## src/rtl/flash_bank_arb_if.sv

```systemverilog
// flash_bank_arb_if: host, controller and flash macro signals of the bank arbiter
interface flash_bank_arb_if #(
  parameter int DataWidth = 64,
  parameter int AddrWidth = 16
);
  logic                 h_req_i;
  logic [AddrWidth-1:0] h_addr_i;
  logic                 h_gnt_o;
  logic                 h_rvalid_o;
  logic [DataWidth-1:0] h_rdata_o;
  logic                 h_err_o;
  logic                 c_req_i;
  logic [1:0]           c_op_i;
  logic [AddrWidth-1:0] c_addr_i;
  logic [DataWidth-1:0] c_wdata_i;
  logic                 c_gnt_o;
  logic                 c_done_o;
  logic [DataWidth-1:0] c_rdata_o;
  logic                 c_err_o;
  logic                 f_req_o;
  logic [1:0]           f_op_o;
  logic [AddrWidth-1:0] f_addr_o;
  logic [DataWidth-1:0] f_wdata_o;
  logic                 f_ack_i;
  logic [DataWidth-1:0] f_rdata_i;
  logic                 f_err_i;
  modport slave (
    input  h_req_i, h_addr_i, c_req_i, c_op_i, c_addr_i, c_wdata_i, f_ack_i, f_rdata_i, f_err_i,
    output h_gnt_o, h_rvalid_o, h_rdata_o, h_err_o, c_gnt_o, c_done_o, c_rdata_o, c_err_o,
           f_req_o, f_op_o, f_addr_o, f_wdata_o
  );
  modport master (
    output h_req_i, h_addr_i, c_req_i, c_op_i, c_addr_i, c_wdata_i, f_ack_i, f_rdata_i, f_err_i,
    input  h_gnt_o, h_rvalid_o, h_rdata_o, h_err_o, c_gnt_o, c_done_o, c_rdata_o, c_err_o,
           f_req_o, f_op_o, f_addr_o, f_wdata_o
  );
endinterface

```

## src/rtl/flash_bank_arb.sv

```systemverilog
// flash_bank_arb: round-robin host/controller arbiter for a flash macro, one operation in flight
module flash_bank_arb #(
  parameter int DataWidth     = 64,
  parameter int AddrWidth     = 16,
  parameter int TimeoutCycles = 255
) (
  input logic            clk_i,
  input logic            rst_i,
  flash_bank_arb_if.slave bus
);
  typedef enum logic [1:0] {IDLE, BUSY, RESP} state_t;
  state_t               state, state_nxt;
  logic                 h_gnt, c_gnt, timeout, resp, last_c, owner_c, f_req, err_q;
  logic [1:0]           op_q, op_sel;
  logic [AddrWidth-1:0] addr_q, addr_sel, addr_nxt;
  logic [DataWidth-1:0] wdata_q, rdata_q;
  logic [7:0]           tcnt;
  always_comb begin
    h_gnt     = state == IDLE && !rst_i && bus.h_req_i && (!bus.c_req_i || last_c);
    c_gnt     = state == IDLE && !rst_i && bus.c_req_i && !h_gnt;
    timeout   = tcnt == 8'(TimeoutCycles - 1);
    op_sel    = h_gnt ? 2'b00 : bus.c_op_i;
    addr_sel  = h_gnt ? bus.h_addr_i : bus.c_addr_i;
    addr_nxt  = op_sel == 2'b11 ? {addr_sel[AddrWidth-1], {(AddrWidth-1){1'b0}}} :
                op_sel == 2'b10 ? {addr_sel[AddrWidth-1:7], 7'b0} : addr_sel;
    state_nxt = state == IDLE ? ((h_gnt || c_gnt) ? BUSY : IDLE) :
                state == BUSY ? ((bus.f_ack_i || timeout) ? RESP : BUSY) : IDLE;
    resp      = state == RESP;
  end
  always_ff @(posedge clk_i or posedge rst_i) begin
    if (rst_i) begin
      state   <= IDLE;
      last_c  <= 1'b1;
      owner_c <= 1'b0;
      f_req   <= 1'b0;
      op_q    <= '0;
      addr_q  <= '0;
      wdata_q <= '0;
      rdata_q <= '0;
      err_q   <= 1'b0;
      tcnt    <= '0;
    end else begin
      state <= state_nxt;
      if (h_gnt || c_gnt) begin
        last_c  <= c_gnt;
        owner_c <= c_gnt;
        f_req   <= 1'b1;
        op_q    <= op_sel;
        addr_q  <= addr_nxt;
        wdata_q <= c_gnt ? bus.c_wdata_i : '0;
        tcnt    <= '0;
      end
      // an ack arriving on the timeout cycle still completes normally
      if (state == BUSY) begin
        if (bus.f_ack_i) begin
          rdata_q <= op_q == 2'b00 ? bus.f_rdata_i : '0;
          err_q   <= bus.f_err_i;
          f_req   <= 1'b0;
        end else if (timeout) begin
          rdata_q <= '0;
          err_q   <= 1'b1;
          f_req   <= 1'b0;
        end else begin
          tcnt <= tcnt + 8'd1;
        end
      end
    end
  end
  assign bus.h_gnt_o    = h_gnt;
  assign bus.c_gnt_o    = c_gnt;
  assign bus.h_rvalid_o = resp && !owner_c;
  assign bus.h_rdata_o  = (resp && !owner_c) ? rdata_q : '0;
  assign bus.h_err_o    = resp && !owner_c && err_q;
  assign bus.c_done_o   = resp && owner_c;
  assign bus.c_rdata_o  = (resp && owner_c) ? rdata_q : '0;
  assign bus.c_err_o    = resp && owner_c && err_q;
  assign bus.f_req_o    = f_req;
  assign bus.f_op_o     = op_q;
  assign bus.f_addr_o   = addr_q;
  assign bus.f_wdata_o  = wdata_q;
endmodule

```

## src/flat_wrapper.sv

```systemverilog
// flat-port wrapper written by rule: the top's interface ports become plain ports
module flash_bank_arb_flat 
#(
  parameter int DataWidth     = 64,
  parameter int AddrWidth     = 16,
  parameter int TimeoutCycles = 255
)
  (clk_i, rst_i, bus_h_req_i, bus_h_addr_i, bus_c_req_i, bus_c_op_i, bus_c_addr_i, bus_c_wdata_i, bus_f_ack_i, bus_f_rdata_i, bus_f_err_i, bus_h_gnt_o, bus_h_rvalid_o, bus_h_rdata_o, bus_h_err_o, bus_c_gnt_o, bus_c_done_o, bus_c_rdata_o, bus_c_err_o, bus_f_req_o, bus_f_op_o, bus_f_addr_o, bus_f_wdata_o);
  flash_bank_arb_if #(.DataWidth(DataWidth), .AddrWidth(AddrWidth)) bus_i ();
  input logic clk_i;
  input logic rst_i;
  input wire logic [$bits(bus_i.h_req_i)-1:0] bus_h_req_i;
  input wire logic [$bits(bus_i.h_addr_i)-1:0] bus_h_addr_i;
  input wire logic [$bits(bus_i.c_req_i)-1:0] bus_c_req_i;
  input wire logic [$bits(bus_i.c_op_i)-1:0] bus_c_op_i;
  input wire logic [$bits(bus_i.c_addr_i)-1:0] bus_c_addr_i;
  input wire logic [$bits(bus_i.c_wdata_i)-1:0] bus_c_wdata_i;
  input wire logic [$bits(bus_i.f_ack_i)-1:0] bus_f_ack_i;
  input wire logic [$bits(bus_i.f_rdata_i)-1:0] bus_f_rdata_i;
  input wire logic [$bits(bus_i.f_err_i)-1:0] bus_f_err_i;
  output wire logic [$bits(bus_i.h_gnt_o)-1:0] bus_h_gnt_o;
  output wire logic [$bits(bus_i.h_rvalid_o)-1:0] bus_h_rvalid_o;
  output wire logic [$bits(bus_i.h_rdata_o)-1:0] bus_h_rdata_o;
  output wire logic [$bits(bus_i.h_err_o)-1:0] bus_h_err_o;
  output wire logic [$bits(bus_i.c_gnt_o)-1:0] bus_c_gnt_o;
  output wire logic [$bits(bus_i.c_done_o)-1:0] bus_c_done_o;
  output wire logic [$bits(bus_i.c_rdata_o)-1:0] bus_c_rdata_o;
  output wire logic [$bits(bus_i.c_err_o)-1:0] bus_c_err_o;
  output wire logic [$bits(bus_i.f_req_o)-1:0] bus_f_req_o;
  output wire logic [$bits(bus_i.f_op_o)-1:0] bus_f_op_o;
  output wire logic [$bits(bus_i.f_addr_o)-1:0] bus_f_addr_o;
  output wire logic [$bits(bus_i.f_wdata_o)-1:0] bus_f_wdata_o;
  assign bus_i.h_req_i = bus_h_req_i;
  assign bus_i.h_addr_i = bus_h_addr_i;
  assign bus_i.c_req_i = bus_c_req_i;
  assign bus_i.c_op_i = bus_c_op_i;
  assign bus_i.c_addr_i = bus_c_addr_i;
  assign bus_i.c_wdata_i = bus_c_wdata_i;
  assign bus_i.f_ack_i = bus_f_ack_i;
  assign bus_i.f_rdata_i = bus_f_rdata_i;
  assign bus_i.f_err_i = bus_f_err_i;
  assign bus_h_gnt_o = bus_i.h_gnt_o;
  assign bus_h_rvalid_o = bus_i.h_rvalid_o;
  assign bus_h_rdata_o = bus_i.h_rdata_o;
  assign bus_h_err_o = bus_i.h_err_o;
  assign bus_c_gnt_o = bus_i.c_gnt_o;
  assign bus_c_done_o = bus_i.c_done_o;
  assign bus_c_rdata_o = bus_i.c_rdata_o;
  assign bus_c_err_o = bus_i.c_err_o;
  assign bus_f_req_o = bus_i.f_req_o;
  assign bus_f_op_o = bus_i.f_op_o;
  assign bus_f_addr_o = bus_i.f_addr_o;
  assign bus_f_wdata_o = bus_i.f_wdata_o;
  flash_bank_arb #(.DataWidth(DataWidth), .AddrWidth(AddrWidth), .TimeoutCycles(TimeoutCycles)) u_core (.clk_i(clk_i), .rst_i(rst_i), .bus(bus_i));
endmodule
```

## config.mk

```make
export PLATFORM = sky130hd
export DESIGN_NAME = flash_bank_arb_flat
export DESIGN_NICKNAME = d
export VERILOG_FILES = /design/src/rtl/flash_bank_arb_if.sv /design/src/rtl/flash_bank_arb.sv /design/src/flat_wrapper.sv
export SDC_FILE = /design/constraint.sdc
export NUM_CORES = 1
export LEC_CHECK = 0
export BUFFER_PORTS_ARGS = -buffer_cell sky130_fd_sc_hd__buf_2
export CAP_MARGIN = 20
export CELL_PAD_IN_SITES_DETAIL_PLACEMENT = 0
export CELL_PAD_IN_SITES_GLOBAL_PLACEMENT = 1
export CORE_ASPECT_RATIO = 1.5
export CORE_MARGIN = 3
export CORE_UTILIZATION = 31
export CTS_CLUSTER_SIZE = 16
export DETAILED_ROUTE_END_ITERATION = 6
export PLACE_DENSITY_LB_ADDON = 0.1
export SETUP_SLACK_MARGIN = 0.5
export SLEW_MARGIN = 20
export SYNTH_ARGS = -nofsm -noshare
export SYNTH_HDL_FRONTEND = slang
export SYNTH_SLANG_ARGS = --single-unit
```

## constraint.sdc

```tcl
create_clock -name clk_i -period 4 [get_ports clk_i]
set_input_delay 0 -clock clk_i [delete_from_list [all_inputs] [get_ports clk_i]]
set_output_delay 0 -clock clk_i [all_outputs]
set_load 0.03 [all_outputs]
```

==> metrics.log <==
[metrics] outcome: complete, no violations
[metrics] Syn Std Cell Area: between 7000 and 8000 µm²
[metrics] count of unresolved DRC violations after routing: 0
[metrics] buffers from clock root to sink, at most: 2
[metrics] clk sink count: 160
[metrics] worst vdd ir: 0.3607 mV
[metrics] worst slack at placement: 1.643 ns
[metrics] total vias in the final route: 7,581
[metrics] fmax: 354.7 MHz
[metrics] asr flop ratio synth: 100.0%
[metrics] part of the power in registers: 38.2%
[metrics] Post-Layout Cell Count: around 1,600
[metrics] FF-to-FF path depth: 4
[metrics] Setup crit end: u_core.bus.f_addr_o[15]
[metrics] cell area power density: 594.1 nW/µm²
[metrics] TritonCTS clock tree: yes
[metrics] total die area: 27,330 µm²
[metrics] average via count per standard cell: 4.860
[metrics] count of final setup violators: 0
[metrics] skew final: between 0.005 and 0.006 ns
[metrics] final layout net count: 1,393
[metrics] post-cts gate resize count: 0
[metrics] reg-to-reg critical path startpoint: u_core.state[0]
[metrics] RSZ-0062 raised after global routing: false
[metrics] initial core utilization: 31.81%
[metrics] Initial DRC Count: between 300 and 400
[metrics] Final Power: 7.246 mW
[metrics] number of rows in the core area: 70
[metrics] width of the die: 136.0 µm
[metrics] Seq/Total Area, Yosys: between 50% and 60%
[metrics] insertion delay to the later sink of the worst-skew pair: 0.43 ns
[metrics] post-detailed-placement half-perimeter wirelength: about 18 mm
[metrics] number of antenna violations at the first check in global routing: 1
[metrics] average footprint of a synthesized cell: 10.82 µm²
[metrics] router iterations before antenna repair: 4
[metrics] kind of capture point of the worst setup path: register
[metrics] Pins Over Slew Limit: 0
[metrics] Worst Setup Slack, final: 1.181 ns
[metrics] antenna viol nets, final: 0
[metrics] number of synthesis warnings: 0
[metrics] final wirelength: 27.41 mm
[metrics] Global Route Usage Sum: 19.83%
[metrics] Critical Path Fanout Max: 17
[metrics] Primary FF master, synth: dfrtp_1
[metrics] Clk pwr share: 24.4%
[metrics] summed negative setup slack over all endpoints: 0 ns
[metrics] number of levels in the clock H-tree: 4
[metrics] placed cells: 1,380
[metrics] leakage component of the power: 6.060 nW
[metrics] net switching power: 2.909 mW
[metrics] actual slew at the worst max-slew pin: a little under 1 ns
[metrics] Logic pwr share: 37.4%
[metrics] Critical Path Start: u_core.state[0]
[metrics] number of flops mapped to enable cells by yosys: 0
[metrics] Fin. Hold Viols: 0
[metrics] time the final worst path needs with I/O delays and setup: 2.819 ns
[metrics] Yosys cell types: 41
[metrics] Worst R2R Setup Slack: 1.18 ns
[metrics] Post-Synthesis Cells: a little over 700
[metrics] Max-Cap Viols: 0
[metrics] global-route wire length before repair: 43.29 mm
[metrics] number of stages on the worst hold path: 2
[metrics] Syn Nets: between 800 and 900
[metrics] Internal Power: 4.338 mW
[metrics] Max transition margin: 34.19%
[metrics] category of the worst setup path launch point: register
[metrics] Min-Delay Startpoint: bus_c_op_i[1]
[metrics] diode insertion count for antenna repair: 0
[metrics] Top Ports: 385
[metrics] clock slew at the register clock pins of the worst setup and hold paths: around 0.07 ns
[metrics] Routed WL per cell: 17.57 µm
[metrics] register bit total from synthesis: 160
[metrics] area of the core: 24,700 µm²
[metrics] largest net degree at the start of global routing: between 100 and 150
[metrics] layout overhead on the synthesized area: 55.22%
[metrics] weighted congestion reported at the end of routability-driven placement: roughly 0.74
[metrics] Worst Path Class, Setup: register to register
[metrics] quantity of I/O buffers inserted on ports: 384
[metrics] endpoint of the worst-slack reg-to-reg timing path: u_core.bus.f_addr_o[15]
[metrics] fraction of final layout cells with drive strength greater than 1: between 30% and 40%
[metrics] Critical Path AT: 3.13 ns
[metrics] vias in the first global route: roughly 8,000
[metrics] net switching fraction of the power: roughly 40%
[metrics] class of the tightest hold or removal check: input port to register
[metrics] die boundary height: between 200 and 250 µm
[metrics] Period Utilization, post-route: 70.49%
[metrics] Worst Path Required: 4.31 ns
[metrics] root buffer cell: clkbuf_16
[metrics] leftover overflow at the end of global routing: 0
[metrics] number of buffers added by the clock tree synthesis step: 17
==> registers in the layout, summed over array words and instances (netlist names), 2 cells and up <==
register              flops
u_core.rdata_q           64
u_core.bus.f_op_o         2
u_core.bus.f_addr_o      16
u_core.state              2
u_core.tcnt               8
u_core.bus.f_wdata_o     64
==> area by class of cell <==
class	instances	area [µm²]
clock buffer	17	425.4
clock inverter	15	207.7
fill	2394	12500
inverter	5	22.52
multi-input combinational	496	3620
sequential	160	4005
tap	324	405.4
timing repair buffer	543	3511
==> metal layers <==
metal | vias up | part of all wire, % | wire length (µm) | GRT usage, %
met5 | - | 0.047 | 13 | 0
met4 | 2 | 2.1 | 575 | 6.268
met3 | 36 | 7.4 | 2020 | 5.140
met2 | 296 | 49 | 13450 | 33.01
met1 | 3608 | 41 | 11350 | 25.09
li1 | 3639 | - | - | -
==> power by group through the flow <==
stage / sequential, mW / clock [mW] / combinational [mW]
after floorplan: 3.16 / 0 / 1.31
after global placement: 2.77 / 0 / 2.59
after detailed placement: 2.78 / 0 / 2.62
after CTS: 2.77 / 1.82 / 2.74
after global routing: 2.87 / 1.89 / 2.95
final: 2.77 / 1.77 / 2.71
==> stage by stage <==
step / hold WS (ns) / util (%) / area, µm²
floorplan: 0.1327 / - / 7861
global placement: 0.09714 / 40.80 / 10080
detailed placement: 0.09970 / 40.82 / 10080
CTS: 0.02274 / 49.38 / 12200
global route: 0.05465 / 49.38 / 12200
finish: 0.03781 / 49.38 / 12200
==> cells by family (layout without fill, tap and decap cells) <==
kind of cell	Yosys count	count (layout)	share of synthesized area, %
and+or+nand+nor	232	232	18.55
AOI/OAI and AO/OA	225	225	21.34
DFF	160	160	50.97
buffers and inverters	70	580	3.599
muxes	37	37	5.223
adders and majority gates	2	2	0.3184
==> placed cells by master (no fill, tap or decap), types with 2 or more instances in the layout <==
master         instances
and2_1               133
nor3_1                 2
clkbuf_16             17
dlygate4sd3_1        148
and3b_2                2
nor2_4                 2
a32oi_1               64
a21oi_1                2
bufinv_16              4
nand3_1                2
a21o_1                 2
nor2_1                 4
nand2_1                3
inv_1                  4
nand4_1                2
a31oi_1                2
ha_1                   2
buf_4                  9
a21boi_0               9
and3_1                 3
a22o_1                67
o211ai_1               2
dfrtp_1              159
clkinvlp_4             5
o21ai_0               70
mux2_2                32
nor2b_1                7
mux2i_1                5
buf_2                384
nand2b_1              65
inv_6                  5
buf_12                 2
==> worst max-delay path, cell delays in order (launching register included) <==
cell and delay [ns]:
dfrtp_1 0.49, nor3_1 0.41, nand3_1 0.73, mux2_2 0.52, dlygate4sd3_1 0.56
==> repair_timing <==
action	CTS	global route
endpoints found under the hold margin	164	0
hold buffers	148	0
setup buffers	0	0
==> worst min path at each step <==
stage	to	slack [ns]
finish	u_core.bus.f_op_o[1]	0.04
global route	u_core.bus.f_op_o[1]	0.05
CTS	u_core.bus.f_addr_o[0]	0.02
detailed placement	u_core.bus.f_op_o[0]	0.1
global placement	u_core.bus.f_op_o[0]	0.1
floorplan	u_core.bus.f_op_o[0]	0.13
==> cell usage after synthesis, types with 3 or more instances <==
master / instances / area (µm²)
dfrtp_1: 159 / 3979
and2_1: 133 / 832.1
o21ai_0: 70 / 350.3
a22o_1: 67 / 586.8
nand2b_1: 66 / 412.9
a32oi_1: 64 / 560.5
clkbuf_1: 51 / 191.4
mux2_2: 32 / 360.4
a21boi_0: 9 / 67.56
buf_2: 7 / 35.03
nor2b_1: 7 / 43.79
nor2_1: 6 / 22.52
buf_1: 5 / 18.77
inv_1: 5 / 18.77
mux2i_1: 5 / 50.05
and3_1: 3 / 18.77
nand2_1: 3 / 11.26
Power figures use the tool's default switching activity.
